==> config.mk <==
export PLATFORM = sky130hd
export DESIGN_NAME = pc_fetch_unit
export DESIGN_NICKNAME = d
export VERILOG_FILES = /design/src/rtl/pc_fetch_pkg.sv /design/src/rtl/next_pc_sel.sv /design/src/rtl/pc_fetch_unit.sv
export SDC_FILE = /design/constraint.sdc
export NUM_CORES = 1
export LEC_CHECK = 0
export ABC_AREA = 1
export CORE_UTILIZATION = 25
export CTS_CLUSTER_SIZE = 14
export DETAILED_ROUTE_END_ITERATION = 16
export PLACE_DENSITY_LB_ADDON = 0.08
export SLEW_MARGIN = 10
export SYNTH_ARGS = -nofsm -noshare
export SYNTH_HDL_FRONTEND = slang
export SYNTH_SLANG_ARGS = --single-unit
==> constraint.sdc <==
create_clock -name clk -period 2.2 [get_ports clk]
set_input_delay 0.22 -clock clk [delete_from_list [all_inputs] [get_ports clk]]
set_output_delay 0.22 -clock clk [all_outputs]
set_load 0.05 [all_outputs]
==> src/rtl/pc_fetch_pkg.sv <==
// Shared types and constants for the PC / instruction-fetch stage.
package pc_fetch_pkg;

  localparam int WORD_W = 32;

  localparam logic [WORD_W-1:0] DEFAULT_RESET_PC = 32'h0000_0000;

  // Fetch sequencer states.
  typedef enum logic [1:0] {
    IDLE  = 2'd0,
    FETCH = 2'd1,
    HOLD  = 2'd2,
    HALT  = 2'd3
  } state_t;

endpackage

==> src/rtl/next_pc_sel.sv <==
// Next-PC selection: jump beats branch beats sequential, plus redirect and
// misalignment flags for the selected redirect target.
module next_pc_sel
  import pc_fetch_pkg::*;
(
  input  logic              jump,
  input  logic [WORD_W-1:0] jump_target,
  input  logic              branch_taken,
  input  logic [WORD_W-1:0] branch_target,
  input  logic [WORD_W-1:0] seq_pc,
  output logic              redirect,
  output logic [WORD_W-1:0] next_pc,
  output logic              misaligned
);

  // Priority mux and word-alignment check on the chosen target.
  always_comb begin
    redirect   = jump | branch_taken;
    next_pc    = jump ? jump_target : (branch_taken ? branch_target : seq_pc);
    misaligned = redirect && (next_pc[1:0] != 2'b00);
  end

endmodule

==> src/rtl/pc_fetch_unit.sv <==
// PC register and instruction fetch sequencer feeding decode.
//
// Memory handshake: imem_req is high only in FETCH, with imem_addr = pc held
// stable until imem_ready. A cycle with imem_req && imem_ready completes the
// transfer and imem_rdata is valid in that cycle only. Decode side: an
// instruction is accepted in any cycle with instr_valid && !stall.
module pc_fetch_unit
  import pc_fetch_pkg::*;
#(
  parameter logic [WORD_W-1:0] RESET_PC = DEFAULT_RESET_PC
) (
  input  logic              clk,
  input  logic              rst_n,
  input  logic              stall,
  input  logic              branch_taken,
  input  logic [WORD_W-1:0] branch_target,
  input  logic              jump,
  input  logic [WORD_W-1:0] jump_target,
  output logic              imem_req,
  output logic [WORD_W-1:0] imem_addr,
  input  logic              imem_ready,
  input  logic [WORD_W-1:0] imem_rdata,
  output logic              instr_valid,
  output logic [WORD_W-1:0] instr,
  output logic [WORD_W-1:0] pc_out,
  output logic [WORD_W-1:0] pc_plus4,
  output logic              addr_err
);

  state_t            state, state_d;
  logic [WORD_W-1:0] pc, pc_d, seq_pc, sel_pc;
  logic              redirect, misaligned;
  logic              pend_valid;
  logic [WORD_W-1:0] pend_target;

  // Control strobes from the sequencer to the datapath registers.
  logic capture, valid_clr, pc_we, pend_we, pend_clr, err_set;

  assign seq_pc    = pc + 32'd4;
  assign imem_req  = (state == FETCH);
  assign imem_addr = pc;

  next_pc_sel u_next_pc_sel (
    .jump          (jump),
    .jump_target   (jump_target),
    .branch_taken  (branch_taken),
    .branch_target (branch_target),
    .seq_pc        (seq_pc),
    .redirect      (redirect),
    .next_pc       (sel_pc),
    .misaligned    (misaligned)
  );

  // State register.
  always_ff @(posedge clk or negedge rst_n) begin
    if (!rst_n) state <= IDLE;
    else        state <= state_d;
  end

  // Next-state and datapath control. Redirects take precedence over stall
  // and over a returning word; a word returning while the presented
  // instruction is still stalled is dropped and refetched after the stall.
  always_comb begin
    state_d   = state;
    pc_d      = sel_pc;
    capture   = 1'b0;
    valid_clr = 1'b0;
    pc_we     = 1'b0;
    pend_we   = 1'b0;
    pend_clr  = 1'b0;
    err_set   = 1'b0;
    if (state != HALT && redirect) begin
      valid_clr = 1'b1;
      if (misaligned) begin
        err_set  = 1'b1;
        pend_clr = 1'b1;
        state_d  = HALT;
      end else if (state == FETCH && !imem_ready) begin
        pend_we = 1'b1;
      end else begin
        pc_we    = 1'b1;
        pend_clr = 1'b1;
        state_d  = FETCH;
      end
    end else begin
      case (state)
        IDLE: state_d = FETCH;
        FETCH: begin
          if (imem_ready) begin
            if (pend_valid) begin
              pc_we     = 1'b1;
              pc_d      = pend_target;
              pend_clr  = 1'b1;
              valid_clr = 1'b1;
            end else if (instr_valid && stall) begin
              state_d = HOLD;
            end else begin
              capture = 1'b1;
              pc_we   = 1'b1;
              state_d = stall ? HOLD : FETCH;
            end
          end else if (instr_valid && !stall) begin
            valid_clr = 1'b1;
          end
        end
        HOLD: begin
          if (!stall) begin
            valid_clr = 1'b1;
            state_d   = FETCH;
          end
        end
        HALT:    valid_clr = 1'b1;
        default: state_d = IDLE;
      endcase
    end
  end

  // Datapath registers: PC, presented instruction, pending redirect, error.
  always_ff @(posedge clk or negedge rst_n) begin
    if (!rst_n) begin
      pc          <= RESET_PC;
      instr       <= '0;
      pc_out      <= '0;
      pc_plus4    <= '0;
      instr_valid <= 1'b0;
      pend_valid  <= 1'b0;
      pend_target <= '0;
      addr_err    <= 1'b0;
    end else begin
      if (pc_we) pc <= pc_d;
      if (capture) begin
        instr       <= imem_rdata;
        pc_out      <= pc;
        pc_plus4    <= seq_pc;
        instr_valid <= 1'b1;
      end else if (valid_clr) begin
        instr_valid <= 1'b0;
      end
      if (pend_we) begin
        pend_valid  <= 1'b1;
        pend_target <= sel_pc;
      end else if (pend_clr) begin
        pend_valid  <= 1'b0;
      end
      if (err_set) addr_err <= 1'b1;
    end
  end

endmodule

# Word level (Yosys, flattened, before mapping)
# Index checks and enable logic that the tools add are counted.
[totals]
out_inout_bits = 131
latchBits = 0
rom_bits = 0
in_bits = 102
memories = 0
register_bits = 165
ram_bits = 0
[classes]
n_shift = 0
n_lt_le_gt_ge = 0
n_div = 0
n_mux = 45
bitwise_logic = 1
reduce_logical = 13
addsub = 1
eq_ne = 8
mul = 0
[op_table]
columns = ["operator", "count"]
rows = [
  ["$mux 32", 6],
  ["$add 32x3->32 const B", 1],
  ["$mux 1", 29],
  ["$mux 2", 8],
  ["$ne 3x3->1 const B", 2],
  ["$pmux 2 s3", 1],
  ["$reduce_bool 2->1", 3],
  ["$logic_and 1x1->1", 5],
  ["$reduce_and 5->1", 1],
  ["$eq 2x2->1 const B", 2],
  ["$reduce_bool 4->1", 1],
  ["$ne 3x1->1 const B", 1],
  ["$ne 3x2->1 const B", 1],
  ["$pmux 1 s3", 1],
  ["$eq 2x1->1 const B", 1],
  ["$logic_not 1->1", 2],
  ["$logic_not 2->1", 1],
  ["$ne 2x2->1 const B", 1],
  ["$or 1x1->1", 1],
]

# Depth between registers and ports, before layout
# Gate-level depths: netlist (run 1).
[depth]
word_depth = 9
depth_mapped = 12
ltp_nobuf = 12

# Modules after synthesis
# From an unflattened synthesis (run 1), not the netlist that was laid out.
[hier_totals]
cells_unflattened = 1090
area_unflattened_um2 = 8255.4
[modules_own_cells]
columns = ["module", "cells_each", "area_each_um2", "instances", "seq_area_each_um2"]
rows = [
  ["pc_fetch_unit", 940, 7422.1, 1, 4078.9],
  ["next_pc_sel", 150, 833.3, 1, 0.0],
]

# Worst setup path before layout (run 1)
# No wires, ideal clock.
[synth_path]
kind = "reg2reg"
startpoint = "register pc[3], in the netlist imem_addr[3]"
endpoint = "register pc[28], in the netlist imem_addr[28]"
n_path_buf = 0
setup_ps = 116
arrival_time_ps = 1852
synth_period_minus_slack_ps = 1968
path_stages_with_launch = 13
slack_ps = 232
path_cell_list = "dfrtp_1 > ha_1 > nand2_1 > nor2_2 > nand2_2 > nor2_2 > nand2_1 > nand2_1 > nand3_1 > nand2_1 > nand2_1 > nand2_1 > nand2_1"
[synth_between]
elab_chain_len = 7
[synth_lines]
columns = ["item", "line", "text"]
rows = [
  ["start: declaration", "pc_fetch_unit.sv:31", "logic [WORD_W-1:0] pc, pc_d, seq_pc, sel_pc;"],
  ["start signal: assignment", "pc_fetch_unit.sv:130", "if (pc_we) pc <= pc_d;"],
  ["$add 32x3->32 *", "pc_fetch_unit.sv:39", "assign seq_pc = pc + 32'd4;"],
  ["$mux 32 * (2 in series)", "next_pc_sel.sv:19", "next_pc = jump ? jump_target : (branch_taken ? branch_target : seq_pc);"],
  ["$mux 32", "pc_fetch_unit.sv:90", "if (pend_valid) begin"],
  ["$mux 32", "pc_fetch_unit.sv:89", "if (imem_ready) begin"],
  ["$mux 32", "pc_fetch_unit.sv:86", "case (state)"],
  ["$mux 32 *", "pc_fetch_unit.sv:72", "if (state != HALT && redirect) begin"],
]
# Mark *: on every way between the ends. The rest lies on a longest branch, timed or not.
# A chain may end at the register's enable or synchronous reset.

# Final worst setup path (run 1)
[layout_path]
startpoint = "register pc[11], in the netlist imem_addr[11]"
endpoint = "output imem_addr[11]"
[layout_lines]
columns = ["item", "line", "text"]
rows = [
  ["end: declaration", "pc_fetch_unit.sv:20", "output logic [WORD_W-1:0] imem_addr,"],
]
# No word-level cell between the ends.

==> metrics.yaml, run 1 <==
status: "finished, final reports clean"
yosysTopAreaCell: "dfrtp_1"
path_max_fanout: 4
peakVddDrop_v: 0.0005436
rsz0062_at_grt: "no"
power_density_mw_per_mm2: 1595
gp_congestion: 0.8276
vias_per_cell: 4.369
cts_made_buffers: 17
rows: 65
dieHeight_um: 181.8
num_vias: 7650
synth_top_area_share_pct: 50.45
synth_warnings: 0
start_util_pct: 25.49
yosysSeqAreaShare_pct: 50.45
grt_pass1_vias: 7634
power_leakage_uw: 0.005452
multi_input_area_mm2: 0.003422
syn_avg_cell_area_um2: 7.370
fin_cells: 1751
r2r_cells: 10
core-area_mm2: 0.03172
regArea_mm2: 0.004079
fin_area_mm2: 0.01160
finClkSkew_ns: 0.01739
worst_slew_pin_slew_ns: 0.6405
dieArea_mm2: 0.03306
synth_area_leaders: "dfrtp_1 (50%), nand2_1 (22%), nor2_1 (5.9%)"
cp-start-kind: "register"
finalCriticalPeriod_ns: 2.089
fillCellCount: 3383
drive_above_1_share_pct: 6.909
syn-num-nets: 1200
antenna_found_initial: 3
grt_pass1_wl_um: 46780
arrival_ns: 1.87
criticalPathCategory: "register to output port"
fin_crit_sh_pct: 94.97
slew_headroom_pct: 57.30
grt_overflow: 0
ios: 233
layout_commonest_cell: "nand2_1"
cp.required_ns: 1.98
ys_types: 38
tns_ns: 0
io_buffers: 232
clock_path_buffers: 2
fp.dieW_um: 181.8
drtIter0Drc: 574
drt_wl_total_um: 30220
min_path_type: "primary input to register"
area_growth_syn_to_layout_pct: 43.50
hold-path-cell-count: 5
timing.fmax_ghz: 0.4786
syn-instance-count: 1097
placed_cells: 1715
cts_setup_buffers: 0
dpl.hpwl_um: 23440
maxCapViolCount: 0
root_buffer: "clkbuf_16"
final_cell_mix: "nand2_1 (474), clkdlybuf4s50_1 (229), dfrtp_1 (163)"
ys_ff_latch: 163
critPathCaptureType: "output port"
hold_ws_ns: 0.3083
syn_area_mm2: 0.008085
insertion_delay_ns: 0.44
nets: 1436
placement.cell_area_mm2: 0.01100
ant_nets: 0
numClockSinks: 163
drc_errors: 0
clkTransAtPathRegs_ns: 0.07
wl_per_cell_um: 17.26
grt_usage_pct: 18.86
htreeDepth: 4
setup_viol: 0
drt_first_pass_iters: 4
grt_max_degree: 85
maxSlewViolCount: 0
cts_tree: "done"
finalHoldViolCount: 0
## cells in the mapped netlist
cell type and instances:
or2_1 1, nand4_1 2, a21boi_0 1, a21oi_1 19
o2111ai_1 1, o21ai_2 1, a31oi_1 23, o21ai_0 59
nand3_4 1, nand3_1 47, nor2_2 2, inv_4 1
xnor2_1 1, nor2_1 127, nor3_2 1, buf_2 18
buf_1 2, o31ai_1 1, buf_4 14, nor3_1 1
ha_1 1, and2_1 1, nand2_2 5, o22ai_1 4
nand3_2 1, nand2_1 474, nor2_4 2, xor2_1 4
clkbuf_1 14, dfrtp_1 163, a22oi_1 2, o21ai_1 12
o211ai_1 4, inv_1 72, buf_6 3, o21bai_1 4
or2_2 1, inv_2 7
## kinds of logic after synthesis
family	Yosys count	share of synthesized area [%]
AOI/OAI and AO/OA	131	8.991
xor gates and xnor gates	5	0.5416
adders and majority gates	1	0.1547
buffers and inverters	131	7.320
DFF	163	50.45
and+or+nand+nor	666	32.54
## layout make-up
| class | count | share of cell area, % |
|---|---|---|
| repair buffers | 268 | 23.28 |
| inverters | 80 | 2.610 |
| flip-flops and latches | 163 | 35.16 |
| clock buffers | 17 | 3.667 |
| multi-input cells | 803 | 29.49 |
| clock inverters | 15 | 1.391 |
| diodes | 3 | 0.06470 |
| well taps | 402 | 4.335 |
## metal layers
layer  share of wire [%]  GRT usage, %  vias up
met2                  44         27.92      176
met1                  51         28.01     3534
met3                 3.8         2.988       24
met4                 1.4         5.390        0
li1                    -             -     3916
met5                   0             0        -
## critical path: stages (launching register included)
cell and delay (ns):
dfrtp_1 0.45, buf_4 0.18, clkdlybuf4s50_1 0.81
## where the power goes
| part | switching, µW | total [µW] | internal, µW |
|---|---|---|---|
| Clock | 1470 | 2990 | 1520 |
| Combinational | 6770 | 9930 | 3160 |
| Sequential | 1220 | 5590 | 4360 |
## per-stage QoR
step / power, µW / util, % / setup slack [ns]
4_1_cts: 18650 / 36.55 / 0.07960
6_report: 18500 / 36.58 / 0.1106
3_3_place_gp: 15570 / 34.67 / 0.1521
5_1_grt: 19610 / 36.58 / 0.01255
2_1_floorplan: 11600 / - / 0.2319
3_5_place_dp: 15600 / 34.67 / 0.1105
## worst paths after layout
check	startpoint	to	slack [ns]
worst max-delay path	imem_addr[11]	imem_addr[11]	0.11
worst min-delay path	jump	imem_addr[30]	0.31
worst max register to register	imem_addr[7]	imem_addr[14]	0.17
worst min register to register	addr_err	addr_err	0.48
max in group asynchronous	rst_n	pc_plus4[30]	1.14
min in group asynchronous	rst_n	instr[22]	0.33
## registers in the layout, indices dropped and copies added, names as in the netlist
| register | cells |
|---|---|
| imem_addr | 32 |
| instr | 32 |
| pc_out | 32 |
| pend_target | 32 |
| pc_plus4 | 30 |
| state | 2 |
| addr_err | 1 |
| instr_valid | 1 |
| pend_valid | 1 |
## timing repair
| action | CTS | global route |
|---|---|---|
| hold endpoints to repair | 57 | 0 |
| hold buffers | 1 | 0 |
| setup endpoints to repair | 0 | 7 |
| resized for setup | 0 | 2 |
Note: power is estimated with default switching activity, not from simulation.
==> run 2, diff against run 1 <==
==> constraint.sdc (replaced) <==
create_clock -name clk -period 2.5 [get_ports clk]
set_input_delay 0.25 -clock clk [delete_from_list [all_inputs] [get_ports clk]]
set_output_delay 0.25 -clock clk [all_outputs]
set_load 0.05 [all_outputs]
==> metrics.yaml, run 2 (synthesized netlist as in run 1, its figures left out) <==
core-area_mm2: 0.03172  # unchanged
clock_path_buffers: 2  # unchanged
worst_slew_pin_slew_ns: 0.6100  # -0.03045 ns
fin_cells: 1734  # -0.97%
maxSlewViolCount: 0  # unchanged
dpl.hpwl_um: 23330  # -0.45%
area_growth_syn_to_layout_pct: 42.06
hold-path-cell-count: 5  # unchanged
maxCapViolCount: 0  # unchanged
start_util_pct: 25.49  # unchanged
status: "finished, final reports clean"
ant_nets: 0  # unchanged
finClkSkew_ns: 0.01034  # -0.007055 ns
fp.dieW_um: 181.8  # unchanged
path_max_fanout: 8  # +4
grt_max_degree: 106  # +25%
vias_per_cell: 4.443  # +1.7%
nets: 1423  # -0.91%
placed_cells: 1702  # -0.76%
ios: 233  # unchanged
power_density_mw_per_mm2: 1428  # -10%
drc_errors: 0  # unchanged
finalHoldViolCount: 0  # unchanged
slew_headroom_pct: 59.33  # +2.0 points
min_to: "pend_target[12]"
cp-start-kind: "register"
dieArea_mm2: 0.03306  # unchanged
final_cell_mix: "nand2_1 (474), clkdlybuf4s50_1 (230), dfrtp_1 (163)"
rows: 65  # unchanged
wl_per_cell_um: 17.56  # +1.7%
cts_tree: "done"
r2r_start: "imem_addr[3]"
insertion_delay_ns: 0.43  # about the same
gp_congestion: 0.8359  # +1.0%
setup_viol: 0  # unchanged
numClockSinks: 163  # unchanged
timing.fmax_ghz: 0.4462
drt_wl_total_um: 30440  # +0.75%
grt_pass1_vias: 7538  # -1.3%
htreeDepth: 4  # unchanged
dieHeight_um: 181.8  # unchanged
tns_ns: 0  # unchanged
rsz0062_at_grt: "no"
grt_pass1_wl_um: 46460  # -0.69%
reg2reg_setup_slack_ns: 0.26  # +0.09 ns
min_from: "jump"
cts_setup_buffers: 0  # unchanged
critPathCaptureType: "register"
num_vias: 7705  # +0.72%
layout_commonest_cell: "nand2_1"
fin_crit_sh_pct: 89.64
min_path_type: "primary input to register"
drtIter0Drc: 633  # +10%
power_leakage_uw: 0.005397  # -1.0%
peakVddDrop_v: 0.0005620  # +3.4%
clkTransAtPathRegs_ns: 0.07  # about the same
r2r_cells: 11  # +1
grt_overflow: 0  # unchanged
root_buffer: "clkbuf_16"
criticalPathCategory: "register to register"
cts_made_buffers: 17  # unchanged
cp.required_ns: 2.87  # +0.89 ns
drive_above_1_share_pct: 5.710  # -1.2 points
r2r_end: "imem_addr[14]"
drt_first_pass_iters: 6  # +2
fillCellCount: 3384  # +0.030%
grt_usage_pct: 18.84  # -0.020 points
fin_total_pwr_uw: 16400  # -11%
antenna_found_initial: 1  # -2
io_buffers: 232  # unchanged
finalCriticalPeriod_ns: 2.241
arrival_ns: 2.61  # +0.74 ns
-- run 2: cell types whose count changed in the layout (fill, tap and decap cells not counted), moves of 2 or more --
| cell | delta |
|---|---|
| diode_2 | -2 |
| buf_4 | -10 |
| clkinv_8 | -3 |
| inv_8 | -4 |
| clkinv_4 | -2 |
| buf_12 | -4 |
| bufinv_16 | +4 |
-- run 2: power by group --
group          switching [µW]  internal, µW  leakage [µW]
sequential               1070          3840       0.00202
combinational            5930          2710       0.00307
clock                    1150          1700      0.000301
total                    8150          8250       0.00540
-- run 2: final cells by class --
| type | count | area (µm²) | area share, % |
|---|---|---|---|
| multi-input cells | 803 | 3423 | 29.80 |
| flip-flops and latches | 163 | 4079 | 35.51 |
| repair buffers | 255 | 2556 | 22.25 |
| clock inverters | 11 | 176.4 | 1.536 |
| well taps | 402 | 503.0 | 4.379 |
| inverters | 80 | 302.8 | 2.636 |
| clock buffers | 19 | 442.9 | 3.856 |
| diodes | 1 | 2.502 | 0.02179 |
-- run 2: what timing repair did --
| item | 4_1_cts | 5_1_grt |
|---|---|---|
| hold endpoints to repair | 55 | 0 |
| hold buffers | 1 | 0 |
| gates resized for setup | 0 | 1 |
| setup endpoints to repair | 0 | 2 |
-- run 2: worst max-delay path by stage --
stage,start,endpoint,slack [ns]
final,imem_addr[3],imem_addr[14],0.26
after global routing,imem_addr[3],imem_addr[14],0.02
after CTS,imem_addr[3],imem_addr[14],0.19
after detailed placement,branch_taken,imem_addr[15],0.19
after global placement,imem_addr[3],imem_addr[14],0.21
after floorplan,imem_addr[3],imem_addr[28],0.53
-- run 2: per-layer routing --
layer  vias to the layer above  part of all wire [%]  GRT usage, %
li1                       3876                     -             -
met2                       191                    44         28.38
met1                      3615                    50         27.37
met5                         -                     0             0
met3                        23                   4.6         3.269
met4                         0                   1.8         5.458
-- run 2: metrics by stage --
stage	cell area (µm²)	setup WS, ns	utilization, %	hold slack (ns)
final	11490	0.2589	36.21	0.3427
after global routing	11490	0.02009	36.21	0.3512
after CTS	11480	0.1938	36.19	0.3287
after global placement	10850	0.2115	34.21	0.2873
after floorplan	8085	0.5319	-	-0.04559
after detailed placement	10850	0.1895	34.21	0.2917
-- run 2: critical path, stage by stage, from the launching register on --
cell and delay (ns):
dfrtp_1 0.48, ha_1 0.26, nand2_1 0.08, nor2_2 0.25, nand2_2 0.17, nor2_1 0.24, nand2_1 0.10, nand2_1 0.09
nand2_1 0.14, a21oi_2 0.22, nand2_1 0.08, nand2_1 0.06
